`config.mk`:
```
export PLATFORM = sky130hd
export DESIGN_NAME = challenge_sampler
export DESIGN_NICKNAME = d
export VERILOG_FILES = /design/src/rtl/challenge_pkg.sv /design/src/rtl/challenge_sampler.sv
export SDC_FILE = /design/constraint.sdc
export NUM_CORES = 1
export LEC_CHECK = 0
export ABC_CLOCK_PERIOD_IN_PS = 2300
export CELL_PAD_IN_SITES_DETAIL_PLACEMENT = 1
export CELL_PAD_IN_SITES_GLOBAL_PLACEMENT = 2
export CORE_ASPECT_RATIO = 0.5
export CORE_MARGIN = 4
export CORE_UTILIZATION = 33
export DETAILED_ROUTE_END_ITERATION = 16
export PLACE_DENSITY_LB_ADDON = 0.3
export SLEW_MARGIN = 20
export SYNTH_ARGS = -nofsm -noshare
export SYNTH_HDL_FRONTEND = slang
export SYNTH_SLANG_ARGS = --single-unit
```
`constraint.sdc`:
```
create_clock -name clk -period 2.3 [get_ports clk]
set_input_delay 0.575 -clock clk [delete_from_list [all_inputs] [get_ports clk]]
set_output_delay 0.575 -clock clk [all_outputs]
set_load 0.02 [all_outputs]
```
`src/rtl/challenge_pkg.sv`:
```
// Shared types and default sizing for the challenge sampler.
package challenge_pkg;

  localparam int CHAL_W_DEFAULT = 64;
  localparam int WARMUP_DEFAULT = 16;

  typedef enum logic [1:0] {
    ST_IDLE    = 2'd0,
    ST_WARMUP  = 2'd1,
    ST_COLLECT = 2'd2,
    ST_HOLD    = 2'd3
  } chal_state_t;

endpackage

```
`src/rtl/challenge_sampler.sv`:
```
// Collects CHAL_W generator bits (after WARMUP discarded bits) into a challenge held until accepted.
// Optional stuck-pattern rejection under macro CHAL_HEALTH_EN.
module challenge_sampler
  import challenge_pkg::*;
#(
  parameter int CHAL_W = CHAL_W_DEFAULT,
  parameter int WARMUP = WARMUP_DEFAULT
) (
  input  logic              clk,
  input  logic              reset_n,
  input  logic              start,
  input  logic              asg_bit,
  output logic              asg_enable,
  output logic              busy,
  output logic              chal_valid,
  input  logic              chal_ready,
  output logic [CHAL_W-1:0] challenge,
  output logic              health_fail
);

  localparam int BW = $clog2(CHAL_W);
  // With WARMUP=0 the warmup state is never entered, so the wrapped value is harmless.
  localparam logic [7:0]    WARM_LAST = 8'(WARMUP - 1);
  localparam logic [BW-1:0] BIT_LAST  = BW'(CHAL_W - 1);
  localparam chal_state_t   RUN_ENTRY = (WARMUP == 0) ? ST_COLLECT : ST_WARMUP;

  chal_state_t       state_q;
  logic [7:0]        wcnt_q;
  logic [BW-1:0]     bcnt_q;
  logic [CHAL_W-1:0] shreg_q;
  logic              asg_enable_q;
  logic              busy_q;
  logic              chal_valid_q;
  logic              health_fail_q;

  logic [CHAL_W-1:0] shreg_d;
  logic              stuck;

  assign shreg_d = {shreg_q[CHAL_W-2:0], asg_bit};

`ifdef CHAL_HEALTH_EN
  assign stuck = (shreg_d == '0) || (&shreg_d);
`else
  assign stuck = 1'b0;
`endif

  always_ff @(posedge clk or negedge reset_n) begin
    if (!reset_n) begin
      state_q       <= ST_IDLE;
      wcnt_q        <= '0;
      bcnt_q        <= '0;
      shreg_q       <= '0;
      asg_enable_q  <= 1'b0;
      busy_q        <= 1'b0;
      chal_valid_q  <= 1'b0;
      health_fail_q <= 1'b0;
    end else begin
      health_fail_q <= 1'b0;
      case (state_q)
        ST_IDLE: begin
          if (start) begin
            state_q      <= RUN_ENTRY;
            wcnt_q       <= '0;
            bcnt_q       <= '0;
            shreg_q      <= '0;
            asg_enable_q <= 1'b1;
            busy_q       <= 1'b1;
          end
        end
        ST_WARMUP: begin
          if (wcnt_q == WARM_LAST) begin
            state_q <= ST_COLLECT;
            wcnt_q  <= '0;
          end else begin
            wcnt_q <= wcnt_q + 8'd1;
          end
        end
        ST_COLLECT: begin
          shreg_q <= shreg_d;
          if (bcnt_q == BIT_LAST) begin
            bcnt_q <= '0;
            if (stuck) begin
              health_fail_q <= 1'b1;
              state_q       <= RUN_ENTRY;
              shreg_q       <= '0;
            end else begin
              state_q      <= ST_HOLD;
              asg_enable_q <= 1'b0;
              chal_valid_q <= 1'b1;
            end
          end else begin
            bcnt_q <= bcnt_q + 1'b1;
          end
        end
        ST_HOLD: begin
          if (chal_ready) begin
            chal_valid_q <= 1'b0;
            if (start) begin
              state_q      <= RUN_ENTRY;
              wcnt_q       <= '0;
              bcnt_q       <= '0;
              shreg_q      <= '0;
              asg_enable_q <= 1'b1;
            end else begin
              state_q <= ST_IDLE;
              busy_q  <= 1'b0;
            end
          end
        end
        default: state_q <= ST_IDLE;
      endcase
    end
  end

  assign asg_enable  = asg_enable_q;
  assign busy        = busy_q;
  assign chal_valid  = chal_valid_q;
  assign challenge   = shreg_q;
  assign health_fail = health_fail_q;

endmodule

```
# [Yosys cells after proc, flatten, opt, wreduce, memory -nomap -nowiden]
# Cells that the tools add are included.
[op_classes] addsub=2 n_eq_ne=10 n_mux=28 n_reduce_logical=11
[ops] cell="64-bit case mux with 3 select lines" count=1
[ops] cell="64-bit 2-to-1 mux" count=2
[ops] cell="8-bit 2-to-1 mux" count=3
[ops] cell="8-bit case mux with 3 select lines" count=1
[ops] cell="6-bit 2-to-1 mux" count=3
[ops] cell="6-bit case mux with 3 select lines" count=1
[ops] cell="2-bit != test (second input constant)" count=5
[ops] cell="1-bit 2-to-1 mux" count=9
[ops] cell="8-bit by 1-bit adder with 8-bit output (second input constant)" count=1
[ops] cell="8-bit by 4-bit equality test with 1-bit output (second input constant)" count=1
[ops] cell="2-bit 2-to-1 mux" count=4
[ops] cell="2-bit case mux with 4 select lines" count=1
[ops] cell="4-bit AND reduction" count=2
[ops] cell="6-bit by 1-bit adder with 6-bit output (second input constant)" count=1
[ops] cell="6-bit equality test (second input constant)" count=1
[ops] cell="3-bit AND reduction" count=2
[ops] cell="3-bit nonzero test" count=2
[ops] cell="2-bit equality test (second input constant)" count=2
[ops] cell="1-bit case mux with 2 select lines" count=2
[ops] cell="2-bit AND reduction" count=2
[ops] cell="2-bit nonzero test" count=2
[ops] cell="1-bit case mux with 3 select lines" count=1
[ops] cell="2-bit by 1-bit equality test with 1-bit output (second input constant)" count=1
[ops] cell="2-bit zero test" count=1
[word_totals] register_bits=83 inputBits=5 output_inout_bits=68 wordCells=58

# [Logic depth before layout (Yosys ltp)]
# Gate-level depths: netlist of the first run.
[depth] ltp_word=3 ltp_mapped=9 depth_no_buf=6

# [Least setup slack after synthesis of the first run]
# OpenSTA, ideal clock, no wires.
[synth_timing] path_kind="register -> register" start="reg state_q[0]" end="reg state_q[1]" setup_ns=0.128 arrival_time_ns=1.766 required_ns=2.172 slack_ns=0.406 stages_incl_launch_ff=8 n_path_buf=1 period_less_slack_ns=1.894 path_cell_list="dfrtp_1 -> inv_1 -> ha_1 -> clkbuf_1 -> a21boi_0 -> a2111oi_1 -> nand2_1 -> mux2_1"
[synth_via] elab_chain_cells=3 elab_cells_between_ends=10 classes_between="eq/ne (7); mux (1); reduce/logical (2)"
[synth_rtl] item="from (decl)" line="challenge_sampler.sv:27" source="chal_state_t state_q;"
[synth_rtl] item="from (signal assigned)" line="challenge_sampler.sv:49" source="state_q <= ST_IDLE;"
[synth_rtl] item="from (signal assigned)" line="challenge_sampler.sv:62" source="state_q <= RUN_ENTRY;"
[synth_rtl] item="from (signal assigned)" line="challenge_sampler.sv:72" source="state_q <= ST_COLLECT;"
[synth_rtl] item="2-bit equality test, or another cell as far along" line="challenge_sampler.sv:59" source="case (state_q)"
[synth_rtl] item="2-bit != test (no line)"
[synth_rtl] item="4-bit AND reduction (no line)"
# Parallel ways exist; a longest one is shown, timed or not.
# A chain may end at the register's enable or synchronous reset.

# [Worst setup path after layout of the first run]
[layout_timing] start="reg state_q[0]" end="reg shreg_q[56] (netlist: challenge[56])"
[layout_via] elab_chain_cells=3 elab_cells_between_ends=7 classes_between="eq/ne (3); mux (1); reduce/logical (3)"
[layout_rtl] item="2-bit equality test or 2-bit zero test (tied branches)" line="challenge_sampler.sv:59"
[layout_rtl] item="2-bit != test (no line) or 3-bit nonzero test (tied branches)"
[layout_rtl] item="2-bit AND reduction (no line)"
[layout_rtl] item="to (signal assigned)" line="challenge_sampler.sv:79" source="shreg_q <= shreg_d;"
[layout_rtl] item="to (decl)" line="challenge_sampler.sv:30" source="logic [CHAL_W-1:0] shreg_q;"
# Parallel ways exist; a longest one is shown, timed or not.

==> results.cfg, run 1 <==
[global_route]
grt_overflow = 0
grt_max_degree = 56
antenna_found_initial = 0
grt_pass1_wl_um = 13900
grt_pass1_vias = 2690
track_usage = 0.147

[critical_path]
cp_top_family = simple AND/OR/NAND/NOR gates
worstPathMaxFanout = 25
cp_slowest_stage_delay_ns = 0.53
cp_num_buf_inv = 2
cp_data_required_time_ns = 2.51
criticalPathCategory = flop to flop
cp.arrival_ns = 2.33
slowest_stage = or3_2
end_kind = flop
cp_cell_sequence = inv_1 > ha_2 > nor2_1 > or3_2 > buf_4 > a22o_1
startpoint_type = flop

[clocking]
cts_tree = built
cts_resized = 0
cts_buffers = 9
clock-sinks = 83
holdBufCountCts = 0
clock_path_buffers = 2
clkTransAtPathRegs_ns = 0.06
clock_latency_ns = 0.33
cts-htree-levels = 3
post-cts-setup-buffers = 0
root_buffer = clkbuf_16

[timing]
finalHoldViolCount = 0
relSlewSlack = 0.631
whs_ns = 0.168
fin_ws_ns = 0.185
period_share = 0.920
rsz0062_at_grt = false
setup_viol = 0
tightest_slew_ns = 0.549
slew_viol_final = 0
max_freq_ghz = 0.473
finalClockSkew_ns = 0.00788
fin_crit_ns = 2.12
fin_tns_setup_ns = 0

[layout]
post-route-util = 0.467
antenna_cells = 0
seq_area_sq_um = 2080
syn2layout_area_growth_pct = 34.3
drive_gt1_frac = 0.0933
nNetsFinal = 351
fillers = 992
multi_input_area_sq_um = 1180

[power_and_ir_drop]
p_leak_uw = 0.00203
power.clock.fraction = 0.302
power_frac_seq = 0.380
finalPower_uw = 4360
p_int_uw = 2790
power_density_nw_per_um2 = 962
switchingPower_uw = 1580
peakVddDrop_mv = 0.557
p_comb_frac = 0.317
p_sw_frac = 0.361

[floorplanning]
dieArea_sq_um = 12000
die_w_um = 151
start_util = 0.348
io_pins = 73
row_count = 25
coreArea_sq_um = 9700
dieHeight_um = 79.5

[synthesis]
ys.flop_type = dfrtp_1
synth-edff-count = 0
netlist_top_cells_count = dfrtp_1, a22o_1, buf_2, nand2_1, nor2_1
seq_area_frac_synth = 0.616
synthTopCellsByArea = dfrtp_1, a22o_1, ha_1
ys_types = 42
syn_inst = 265
synth.most_common_cell = dfrtp_1
syn_area_per_cell_sq_um = 12.7
synth_area_leader_cell = dfrtp_1
ys.warnings.count = 0
synth_nets = 278
netlist.area_leader.share = 0.616
ys_ff_latch = 83
syn_area_sq_um = 3370
ys_async_sr_fraction = 1.00

[placement]
dp_hpwl_um = 5800
pre_cts_ws_ns = -0.0610
globalplace.congestion = 0.756
io_buffers = 71

[route]
post_drt_wl_per_cell_um = 17.3
remaining_drc_errors = 0
finalWirelength_um = 8250
drt_iter0_drc = 122
antenna_left = 0
viasPerCell = 5.16
num_vias = 2466
first_pass_iters = 6

[job]
max_cap_violations = 0

[worst_hold_path]
min_path_type = primary input to async pin

[outcome]
status = complete, no violations
metal layers:
| metal | global-route usage | share of wire |
|---|---|---|
| met5 | 0 | 0 |
| met4 | 0.0244 | 0.0036 |
| met3 | 0.0488 | 0.034 |
| met2 | 0.265 | 0.52 |
| met1 | 0.174 | 0.44 |
worst reg2reg max path: stages (launching register included):
cell	delay (ns)
dfrtp_1	0.42
inv_1	0.17
ha_2	0.30
nor2_1	0.08
or3_2	0.53
buf_4	0.27
a22o_1	0.22
worst paths after layout:
kind | startpoint | cells after the start | slack [ns] | endpoint
min in group clk | challenge[63] | 1 | 0.50 | challenge[63]
worst min-delay path | reset_n | 1 | 0.17 | busy
worst max register to register | state_q[0] | 6 | 0.18 | challenge[56]
max in group asynchronous | reset_n | 2 | 1.49 | challenge[21]
worst max-delay path | state_q[0] | 6 | 0.18 | challenge[56]
worst min register to register | challenge[63] | 1 | 0.50 | challenge[63]
power by group through the flow:
stage          Sequential (uW)  Clock [uW]  Combinational (uW)
2_1_floorplan             1720           0                 886
4_1_cts                   1660        1370                1400
3_5_place_dp              1680           0                1390
6_report                  1660        1320                1380
5_1_grt                   1670        1440                1540
3_3_place_gp              1680           0                1330
placed cells by master, fill, tap and decap left out, types with 2 or more instances in the layout:
| cell type | netlist | final |
|---|---|---|
| a22o_1 | 67 | 67 |
| buf_12 | 0 | 3 |
| clkbuf_1 | 3 | 2 |
| inv_1 | 4 | 4 |
| dfrtp_1 | 83 | 83 |
| clkinvlp_4 | 0 | 2 |
| nor4_1 | 3 | 3 |
| nand2_1 | 13 | 13 |
| buf_4 | 1 | 8 |
| o2bb2ai_1 | 2 | 2 |
| xnor2_1 | 3 | 3 |
| nor2_1 | 9 | 9 |
| nand3_1 | 6 | 6 |
| and3_1 | 2 | 2 |
| a21o_1 | 2 | 2 |
| o21ai_1 | 3 | 3 |
| a21oi_1 | 6 | 6 |
| clkdlybuf4s50_1 | 0 | 70 |
| nor3_1 | 2 | 2 |
| or2_2 | 2 | 2 |
| nor2b_1 | 2 | 2 |
| nand2b_1 | 4 | 4 |
| ha_1 | 8 | 7 |
| clkbuf_16 | 0 | 9 |
| o21ai_0 | 6 | 6 |
layout make-up:
cell class / count / share of cell area
Clock buffer: 11 / 0.0514
Inverter: 4 / 0.00331
Clock inverter: 5 / 0.00828
Timing Repair Buffer: 81 / 0.181
Tap cell: 135 / 0.0373
Multi-Input combinational cell: 159 / 0.260
Sequential cell: 83 / 0.458
per-stage QoR:
step | instances | area [sq um]
after detailed placement | 462 | 4260
after CTS | 478 | 4530
final | 478 | 4530
after floorplan | 265 | 3370
after global routing | 478 | 4530
after global placement | 462 | 4260
registers in the layout (all words and copies together), names as in the netlist:
name	cells
asg_enable	1
bcnt_q	6
busy	1
chal_valid	1
challenge	64
state_q	2
wcnt_q	8
logic make-up (layout without fill, tap and decap cells):
kind of cell | Yosys count | after routing | share of synthesized area
DFF | 83 | 83 | 0.616
xor gates and xnor gates | 3 | 3 | 0.00779
muxes | 1 | 1 | 0.00334
and+or+nand+nor | 51 | 51 | 0.0794
AOI/OAI and AO/OA | 95 | 95 | 0.227
buffers and inverters | 23 | 101 | 0.0360
adders and majority gates | 8 | 8 | 0.0297
other | 1 | 1 | 0.00111
Power figures use the tool's default switching activity.
==> run 2, diff against run 1 <==
==> constraint.sdc (replaced) <==
create_clock -name clk -period 2.3 [get_ports clk]
set_input_delay 0.23 -clock clk [delete_from_list [all_inputs] [get_ports clk]]
set_output_delay 0.23 -clock clk [all_outputs]
set_load 0.02 [all_outputs]
==> run 2 against run 1 <==
  * Sequential power about the same
  * First-iteration DRC count fell by 26%
  * Clock power up 9.8%
  * Utilization grew 0.065 points
  * Largest cell class unchanged
==> results.cfg, run 2 (synthesis results as in run 1) <==
[critical_path]
cp_slowest_stage_delay_ns = 0.57
worstPathMaxFanout = 65
startpoint_type = flop
cp_num_buf_inv = 1
slowest_stage = or3_2
cp_top_family = simple AND/OR/NAND/NOR gates
cp_cell_sequence = ha_1 > nor2b_4 > or3_2 > buf_12 > a22o_1
cp_data_required_time_ns = 2.52
cp.arrival_ns = 2.30
end_kind = flop
criticalPathCategory = flop to flop

[power_and_ir_drop]
p_int_uw = 2890
power_density_nw_per_um2 = 980
peakVddDrop_mv = 0.423
p_sw_frac = 0.351
power_frac_seq = 0.373
p_comb_frac = 0.300
power.clock.fraction = 0.327
p_leak_uw = 0.00204
switchingPower_uw = 1560

[layout]
drive_gt1_frac = 0.0850
fillers = 1019
post-route-util = 0.468
antenna_cells = 0
nNetsFinal = 349
final_common_cell = dfrtp_1
final_cell_mix = dfrtp_1, clkdlybuf4s50_1, a22o_1
largest_reg_flops = 64
syn2layout_area_growth_pct = 34.5

[clocking]
clkTransAtPathRegs_ns = 0.06
holdBufCountCts = 1
cts-htree-levels = 3
clock_latency_ns = 0.33
post-cts-setup-buffers = 0
cts_tree = built
root_buffer = clkbuf_16
clock-sinks = 83
cts_resized = 0
cts_buffers = 9
clock_path_buffers = 2

[global_route]
use_met2 = 0.255
grt_pass1_vias = 2625
grt_util_met3 = 0.0459
grt_overflow = 0
grt_pass1_wl_um = 13700
use_met1 = 0.171
top_usage_layer = met2
antenna_found_initial = 0
grt_max_degree = 66
track_usage = 0.145

[route]
first_pass_iters = 4
remaining_drc_errors = 0
viasPerCell = 5.14
finalWirelength_um = 8150
antenna_left = 0
post_drt_wl_per_cell_um = 17.1
num_vias = 2447
drt_iter0_drc = 90

[timing]
period_share = 0.907
setup_viol = 0
max_freq_ghz = 0.479
slew_viol_final = 0
fin_crit_ns = 2.09
tightest_slew_ns = 0.537
relSlewSlack = 0.642
fin_tns_setup_ns = 0
rsz0062_at_grt = false
finalClockSkew_ns = 0.00744
finalHoldViolCount = 0

[job]
max_cap_violations = 0

[placement]
dp_hpwl_um = 5520
io_buffers = 71
globalplace.congestion = 0.769

[floorplanning]
dieArea_sq_um = 12000
row_count = 25
coreArea_sq_um = 9700
start_util = 0.348
die_w_um = 151
dieHeight_um = 79.5
io_pins = 73

[outcome]
status = complete, no violations

[worst_hold_path]
min_path_type = primary input to async pin
## run 2: cell count changes in the layout (fill, tap and decap cells not counted), sizes merged
cell	previous run	this run
dlygate4sd3	0	1
clkinvlp	2	0
bufinv	0	1
buf	11	8
clkinv	2	3
## run 2: cell type report
type	count	area (sq um)	area share
Inverter	4	15.0	0.00331
Sequential cell	83	2080	0.458
Timing Repair Buffer	79	796	0.175
Clock inverter	5	61.3	0.0135
Multi-Input combinational cell	159	1180	0.259
Tap cell	135	169	0.0372
Clock buffer	11	243	0.0535
## run 2: routing by layer
layer  wire length [um]  vias up  part of all wire
met5                  0        -                 0
met4                 66        0            0.0081
met3                332        7             0.041
met2               4200       43              0.52
met1               3550     1270              0.44
li1                   -     1127                 -
## run 2: per-stage QoR
stage | worst slack, ns | instance area (sq um) | hold slack (ns) | power [uW] | std cells
2_1_floorplan | 0.406 | 3370 | -0.0656 | 2610 | 265
3_3_place_gp | 0.281 | 4220 | 0.236 | 2960 | 459
3_5_place_dp | 0.236 | 4220 | 0.251 | 3020 | 459
4_1_cts | 0.218 | 4540 | 0.433 | 4500 | 476
5_1_grt | 0.121 | 4540 | 0.462 | 4750 | 476
6_report | 0.214 | 4540 | 0.414 | 4450 | 476
## run 2: path summary, 6_finish.rpt
kind	end	from	cells past startpoint	slack (ns)
min in group clk	challenge[63]	challenge[63]	1	0.50
hold / removal	chal_valid	reset_n	2	0.41
setup reg to reg	challenge[51]	state_q[1]	5	0.21
setup / recovery	challenge[51]	state_q[1]	5	0.21
hold reg to reg	challenge[63]	challenge[63]	1	0.50
max in group asynchronous	challenge[40]	reset_n	3	1.25
## run 2: power groups by stage
stage	Clock (uW)	Combinational [uW]	Sequential [uW]
final	1450	1330	1660
after global routing	1590	1490	1680
after CTS	1500	1340	1660
after detailed placement	0	1340	1680
after global placement	0	1290	1670
after floorplan	0	886	1720
==> run 3, diff against run 2 <==
--- a/config.mk
+++ b/config.mk
@@ -11,6 +11,7 @@
 export CORE_ASPECT_RATIO = 0.5
 export CORE_MARGIN = 4
 export CORE_UTILIZATION = 33
+export CTS_CLUSTER_DIAMETER = 60
 export DETAILED_ROUTE_END_ITERATION = 16
 export PLACE_DENSITY_LB_ADDON = 0.3
 export SLEW_MARGIN = 20
==> constraint.sdc (replaced) <==
create_clock -name clk -period 2.3 [get_ports clk]
set_input_delay 0.23 -clock clk [delete_from_list [all_inputs] [get_ports clk]]
set_output_delay 0.23 -clock clk [all_outputs]
set_load 0.005 [all_outputs]
==> results of run 3 <==
The final DEF is identical to that of run 2. Status: complete, no violations.
Among the figures that moved: total power 4450 uW -> 4390 uW
